File: config.mk
export PLATFORM = sky130hd
export DESIGN_NAME = hazard_forward_ctrl
export DESIGN_NICKNAME = d
export VERILOG_FILES = /design/src/rtl/hazard_forward_ctrl.sv
export SDC_FILE = /design/constraint.sdc
export NUM_CORES = 1
export LEC_CHECK = 0
export CAP_MARGIN = 20
export CORE_MARGIN = 2
export CORE_UTILIZATION = 40
export CTS_CLUSTER_SIZE = 30
export DETAILED_ROUTE_END_ITERATION = 6
export MAX_ROUTING_LAYER = met4
export PLACE_DENSITY = 0.95
export SLEW_MARGIN = 20
export SYNTH_ARGS = -nofsm -noshare
export SYNTH_HDL_FRONTEND = slang
export SYNTH_SLANG_ARGS = --single-unit
export TNS_END_PERCENT = 20
File: constraint.sdc
create_clock -name clk -period 5.6 [get_ports clk]
set_input_delay 0.84 -clock clk [delete_from_list [all_inputs] [get_ports clk]]
set_output_delay 0.84 -clock clk [all_outputs]
set_load 0.03 [all_outputs]
File: src/rtl/hazard_forward_ctrl.sv
// rtl/hazard_forward_ctrl.sv - operand forwarding, load-use / multi-cycle hazard stall and busy scoreboard
module hazard_forward_ctrl #(
  parameter int DATA_W   = 32,
  parameter int REG_AW   = 4,
  parameter int NUM_SRC  = 2,
  parameter int NUM_FWD  = 2,
  parameter int MC_DEPTH = 2,
  parameter int ZERO_REG = 1
) (
  input  logic                              clk,
  input  logic                              rst_n,
  input  logic                              id_valid,
  input  logic [NUM_SRC*REG_AW-1:0]         id_src,
  input  logic [NUM_SRC-1:0]                id_src_used,
  input  logic [REG_AW-1:0]                 id_dst,
  input  logic                              id_wr,
  input  logic                              id_is_load,
  input  logic                              id_is_mc,
  input  logic                              flush,
  input  logic                              mc_done,
  input  logic [REG_AW-1:0]                 mc_dst,
  input  logic [NUM_SRC*REG_AW-1:0]         ex_src,
  input  logic [NUM_FWD*REG_AW-1:0]         fwd_dst,
  input  logic [NUM_FWD-1:0]                fwd_wr,
  input  logic [NUM_FWD*DATA_W-1:0]         fwd_data,
  output logic [NUM_SRC-1:0]                ex_fwd_sel,
  output logic [NUM_SRC*DATA_W-1:0]         ex_fwd_data,
  output logic                              stall_id,
  output logic [2**REG_AW-1:0]              mc_busy,
  output logic [$clog2(MC_DEPTH+1)-1:0]     mc_count
);

  localparam int NREG  = 2**REG_AW;
  localparam int CNT_W = $clog2(MC_DEPTH+1);

  logic [REG_AW-1:0] ex_dst_q;
  logic              ex_wr_q;
  logic              ex_load_q;
  logic [NREG-1:0]   busy_q;
  logic [NREG-1:0]   busy_n;
  logic [CNT_W-1:0]  count_q;

  logic load_use, raw_hit, waw_hit, cap_hit;
  logic dst_rel, done_eff, set_eff, stall_raw, issue;

  function automatic logic is_zero(input logic [REG_AW-1:0] r);
    return (ZERO_REG != 0) && (r == '0);
  endfunction

  assign mc_busy  = busy_q;
  assign mc_count = count_q;

  // Stages are walked oldest to youngest so the youngest match is the last write.
  always_comb begin
    ex_fwd_sel  = '0;
    ex_fwd_data = '0;
    for (int s = 0; s < NUM_SRC; s++) begin
      if (rst_n && !is_zero(ex_src[s*REG_AW +: REG_AW])) begin
        for (int k = NUM_FWD-1; k >= 0; k--) begin
          if (fwd_wr[k] && (fwd_dst[k*REG_AW +: REG_AW] == ex_src[s*REG_AW +: REG_AW])) begin
            ex_fwd_sel[s]                  = 1'b1;
            ex_fwd_data[s*DATA_W +: DATA_W] = fwd_data[k*DATA_W +: DATA_W];
          end
        end
      end
    end
  end

  always_comb begin
    load_use = 1'b0;
    raw_hit  = 1'b0;
    for (int s = 0; s < NUM_SRC; s++) begin
      if (id_src_used[s] && !is_zero(id_src[s*REG_AW +: REG_AW])) begin
        if (ex_load_q && ex_wr_q && (id_src[s*REG_AW +: REG_AW] == ex_dst_q))
          load_use = 1'b1;
        if (busy_q[id_src[s*REG_AW +: REG_AW]])
          raw_hit = 1'b1;
      end
    end
  end

  assign dst_rel  = id_wr && !is_zero(id_dst);
  assign waw_hit  = dst_rel && busy_q[id_dst];
  // Only a done that actually retires an op frees a slot, so the count cannot overflow.
  assign done_eff = mc_done && busy_q[mc_dst];
  assign cap_hit  = id_is_mc && (count_q == CNT_W'(MC_DEPTH)) && !done_eff;

  assign stall_raw = id_valid && (load_use || raw_hit || waw_hit || cap_hit);
  assign stall_id  = rst_n && stall_raw;
  assign issue     = id_valid && !stall_raw && !flush;
  assign set_eff   = issue && id_is_mc && dst_rel;

  always_comb begin
    busy_n = busy_q;
    if (done_eff) busy_n[mc_dst] = 1'b0;
    if (set_eff)  busy_n[id_dst] = 1'b1;
  end

  always_ff @(posedge clk) begin
    if (!rst_n) begin
      ex_dst_q  <= '0;
      ex_wr_q   <= 1'b0;
      ex_load_q <= 1'b0;
      busy_q    <= '0;
      count_q   <= '0;
    end else begin
      if (issue) begin
        ex_dst_q  <= id_dst;
        ex_wr_q   <= id_wr;
        ex_load_q <= id_is_load;
      end else begin
        ex_wr_q   <= 1'b0;
        ex_load_q <= 1'b0;
      end
      busy_q <= busy_n;
      case ({set_eff, done_eff})
        2'b10:   count_q <= count_q + 1'b1;
        2'b01:   count_q <= count_q - 1'b1;
        default: count_q <= count_q;
      endcase
    end
  end

endmodule

; ---- Yosys cells after proc, flatten, opt, wreduce, memory -nomap -nowiden
; Cells that the tools add are included.
[word_totals]
ff_bits = 24
latchBits = 0
ramBits = 0
rom_bits = 0
input_bits = 108
word_cells = 102
mem_count = 0
[op_classes]
addsub = 2
mul = 0
div = 0
order_cmp = 6
eq_ne = 9
shift = 0
mux = 35
bitwise = 3
n_reduce_logical = 42
[op_table]
columns = cell, count
row1 = 32-bit two-way mux, 6
row2 = 16-bit two-way mux, 2
row3 = 4-bit == test, 6
row4 = 1-bit logical AND, 24
row5 = 4-bit zero test, 5
row6 = "4-bit by 5-bit less-than comparator with 1-bit output, second input constant", 4
row7 = 1-bit two-way mux, 20
row8 = 16-bit bitwise AND, 1
row9 = 1-bit binary-select mux with 4-bit select, 4
row10 = 16-bit inverter, 1
row11 = 16-bit OR, 1
row12 = 1-bit demux with 4-bit select, 2
row13 = "4-bit by 1-bit >= comparator with 1-bit output, second input constant", 2
row14 = 1-bit zero test, 8
row15 = "2-bit == test, second input constant", 2
row16 = 2-bit case mux with 2 select lines, 1
row17 = 1-bit logical OR, 3
row18 = "2-bit by 1-bit adder with 2-bit output, second input constant", 1
row19 = "2-bit by 1-bit == test with 1-bit output, second input constant", 1
row20 = 2-bit AND reduction, 1
row21 = 2-bit nonzero test, 1
row22 = "2-bit by 1-bit subtractor with 2-bit output, second input constant", 1

; ---- Depth between registers and ports, before layout
[depth]
word_depth = 17
ltp_mapped = 12
depth_no_buf = 10

; ---- Worst setup path after synthesis
; OpenSTA, ideal clock, no wires.
[synth_timing]
path_type = input to output
from = input ex_src[4]
to = output ex_fwd_data[37]
arrival_ns = 2.532
required_time_ns = 4.760
slack_ns = 2.228
cell_stages = 7
path_cell_list = xor2_1 > nor4_2 > inv_1 > a21o_1 > clkbuf_1 > buf_2 > nor2_1
[synth_via]
elab_chain_cells = 5
[synth_rtl]
columns = item, line
row1 = "start, declared", 22  ; input logic [NUM_SRC*REG_AW-1:0] ex_src,
row2 = 4-bit == test, 60  ; if (fwd_wr[k] && (fwd_dst[k*REG_AW +: REG_AW] == ex_src[s*REG_AW +: REG_AW])) begin
row3 = 1-bit logical AND, 60
row4 = 32-bit two-way mux (2 in series), 60
row5 = 32-bit two-way mux (*), 58  ; if (rst_n && !is_zero(ex_src[s*REG_AW +: REG_AW])) begin
row6 = "end, declared", 27  ; output logic [NUM_SRC*DATA_W-1:0] ex_fwd_data,
; Mark *: on every way between the ends. The rest lies on a longest branch, timed or not.

; ---- Worst setup path in the final report
[layout_timing]
from = input id_dst[1]
to = output stall_id
[layout_via]
elab_chain_cells = 8
[layout_rtl]
columns = item, line
row1 = "start, declared", 15  ; input logic [REG_AW-1:0] id_dst,
row2 = "parallel branches: the longest is 3 deep, another holds 1-bit binary-select mux with 4-bit select", n/a
row3 = 1-bit logical AND (*), 83  ; assign waw_hit = dst_rel && busy_q[id_dst];
row4 = 1-bit logical OR (*) (2 in series), 88  ; assign stall_raw = id_valid && (load_use || raw_hit || waw_hit || cap_hit);
row5 = 1-bit logical AND (*), 88
row6 = 1-bit logical AND (*), 89  ; assign stall_id = rst_n && stall_raw;
row7 = "end, declared", 28  ; output logic stall_id,
; Mark *: on every way between the ends. The select of a mux whose other input is x is not followed.

==> run_results.csv <==
group,metric,value,unit
synth,synth_edf_count,0,
setup_path,cp-end-kind,"output pin",
setup_path,crit_path_start,"id_dst[1]",
clocking,cts_num_sinks,24,
final_layout,fill_cells,575,
clocking,cts_tree,"yes",
timing,hold_violations,0,
outcome,run_status,"finished, final reports clean",
setup_path,r2r_cells,9,
setup_path,path_delay_family,"buffers and inverters",
routing,drc,0,
timing,worstMarginPinSlew,0.923,ns
setup_path,cp.depth,8,
floorplanning,dieArea,8170,µm²
final_layout,fin_cells,653,
worst_hold_path,hold_path_class,"flop to flop",
final_layout,area_growth,68.4,%
setup_path,path_cells,"clkdlybuf4s50_1 > mux4_2 > a2bb2oi_1 > a32o_1 > nor4_4 > nand3_2 > and3_1 > clkdlybuf4s50_1",
placement,io_buffers,192,
routing,drt_iter0_drc,228,
final_layout,nets,663,
timing,fin_tns_setup,0,ns
routing,vias,3799,
pwr,ir_drop,0.000103,V
pwr,powerDensity,116,nW/µm²
global_routing,antenna_found_initial,1,
clocking,worstSkewPairLatency,0.28,ns
setup_path,crit_buf_inv,2,
placement,place.gp.congestion,0.959,
floorplanning,io_pins,193,
final_layout,drive_above_1_share,0.0470,
clocking,ctsHoldBuffers,0,
setup_path,required,4.76,ns
timing,min_period,4.87,ns
final_layout,layout_common_cells,"192 x clkdlybuf4s50_1, 73 x nor2_1, 63 x mux2i_1",
placement,hpwlAfterDp,10500,µm
floorplanning,die_y,90.4,µm
synth,syn_area_per_cell,7.87,µm²
routing,detail-route-antenna-nets,0,
placement,dp.cells,648,
timing,fmax,205,MHz
global_routing,grt_pass1_wl,20200,µm
setup_path,cp_slowest_cell,"clkdlybuf4s50_1",
setup_path,max_stage_delay,0.72,ns
synth,syn-cell-area,2980,µm²
routing,wl_per_cell,19.9,µm
floorplanning,die_w,90.4,µm
clocking,ctsRootBufferMaster,"clkbuf_8",
routing,dr.pass1.iters,5,
pwr,power.leakage,0.00170,µW
setup_path,critPathArrivalTime,4.03,ns
setup_path,crit_type,"input pin to output pin",
final_layout,finalCoreUtilization,0.693,
synth,synth_ff_type,"dfxtp_1",
floorplanning,rows,31,
timing,slew_headroom,0.384,
setup_path,r2r_start,"mc_busy[7]$_SDFF_PN0_",
final_layout,regArea,480,µm²
clocking,cts_buffers,3,
synth,synth_nets,488,
setup_path,reg2reg_to,"mc_count[1]$_SDFFE_PN0P_",
clocking,clkTransAtPathRegs,0.09,ns
routing,vias_per_cell,5.82,
global_routing,grt_pass1_vias,3786,
setup_path,cp_max_fo,16,
floorplanning,start_util,0.411,
setup_path,path_common_cell,"clkdlybuf4s50_1",
clocking,cts_resized,0,
clocking,cts_buffer_depth,2,
synth,yosysWarnings,0,
timing,timing.final.crit_share,0.869,
synth,synth-async-reset-ratio,0,
routing,finalWirelength,13000,µm
global_routing,overflow,0,
clocking,post_cts_buffers,0,
synth,yosysSeqAreaShare,0.161,
timing,clock_skew,0.0110,ns
pwr,finalPower,585,µW
timing,drv_slew,0,
final_layout,multi_input_area,2350,µm²
setup_path,crit_path_end,"stall_id",
global_routing,grt_util_all_layers,0.314,
global_routing,grt_max_degree,30,
final_layout,final_common_cell,"clkdlybuf4s50_1",
clocking,cts_max_level,1,
timing,finalSetupViolCount,0,
worst_hold_path,hp-start,"ex_dst_q[0]$_SDFFE_PN0N_",
setup_path,startpoint_type,"input pin",
setup_path,rrSetupSlack,2.53,ns
timing,rsz0062_at_grt,"no",
run,max_cap_violations,0,
synth,yosysUniqueCellTypes,45,
synth,synthCells,379,
floorplanning,core-area,7250,µm²
synth,synth-seq-cells,24,
-- metal layers --
layer	GRT usage	up-vias	part of all wire
li1	-	1748	-
met1	0.348	1737	0.36
met2	0.529	254	0.48
met3	0.0643	60	0.098
met4	0.174	0	0.060
met5	-	-	0
-- metrics by stage --
stage	hold WS, ns	area [µm²]	setup slack (ns)
after floorplan	0.471	2980	2.23
after global placement	0.488	4950	0.799
after detailed placement	0.495	4950	0.817
after CTS	0.507	5020	0.782
after global routing	0.552	5020	0.629
final	0.506	5020	0.733
-- layout make-up --
type,instances,area share
diodes,1,0.000498
clock buffers,3,0.00822
clock inverters,1,0.00598
inverters,8,0.00598
multi-input cells,319,0.468
flip-flops and latches,24,0.0956
well taps,99,0.0247
repair buffers,198,0.391
-- cells in the mapped netlist, types with 2 or more instances --
master     n  share of area
and3_1     6          0.013
o311ai_0   8          0.023
o21ai_1   10          0.017
a21oi_1    3         0.0050
nor2_1    73          0.092
nor3_1     2         0.0034
clkbuf_1  11          0.014
dfxtp_1   24           0.16
a21o_1     3         0.0075
nand2_1   20          0.025
mux4_2     9          0.068
mux2i_1   63           0.21
mux4_1     2          0.018
nand3b_1   4          0.010
buf_6      2         0.0075
o221ai_1   2         0.0059
xnor2_1   10          0.029
nand3_1   17          0.029
nor4_2     2         0.0084
nand4_1    9          0.019
o211ai_1   8          0.020
nor4_1     2         0.0042
or3_1      3         0.0063
a22oi_1   13          0.033
xor2_1    16          0.047
buf_2     14          0.023
nand2b_1   4         0.0084
o41ai_1    3         0.0088
inv_1      8          0.010
nor2b_1    6          0.013
o21ai_0    8          0.013
-- registers in the layout (all words and copies together) (netlist names) --
name / cells
ex_load_q: 1
ex_dst_q: 4
mc_busy: 16
mc_count: 2
ex_wr_q: 1
-- where the power goes --
group / total, µW / internal, µW / switching (µW) / leakage (µW)
Clock: 160 / 95.8 / 63.7 / 0.0000357
Sequential: 178 / 174 / 3.94 / 0.000194
Combinational: 248 / 128 / 120 / 0.00147
-- how the worst min path moves through the flow --
stage          cells after the start  slack [ns]                  endpoint
2_1_floorplan                      2        0.47  ex_dst_q[1]$_SDFFE_PN0N_
3_3_place_gp                       2        0.49  mc_count[1]$_SDFFE_PN0P_
3_5_place_dp                       2        0.49  ex_dst_q[0]$_SDFFE_PN0N_
4_1_cts                            2        0.51  ex_dst_q[0]$_SDFFE_PN0N_
5_1_grt                            2        0.55  ex_dst_q[0]$_SDFFE_PN0N_
6_report                           2        0.51  ex_dst_q[0]$_SDFFE_PN0N_
-- kinds of logic (layout without fill, tap and decap cells) --
logic type                 count (synthesis)  count (layout)  share of synthesized area
AOI/OAI and AO/OA                         63              63                      0.150
xor gates and xnor gates                  26              26                     0.0763
adders and majority gates                  1               1                    0.00419
buffers and inverters                     36             210                     0.0574
DFF                                       24              24                      0.161
muxes                                     75              75                      0.301
other                                      0               1                          0
and+or+nand+nor                          154             154                      0.251
-- worst register-to-register path, stage by stage, from the launching register on --
cell,delay [ns]
dfxtp_1,0.41
mux4_2,0.50
a2bb2oi_1,0.14
a32o_1,0.23
nor4_4,0.31
and4_1,0.47
nand2_1,0.10
ha_1,0.33
or3_1,0.36
a21oi_1,0.15
Power figures use the tool's default switching activity.
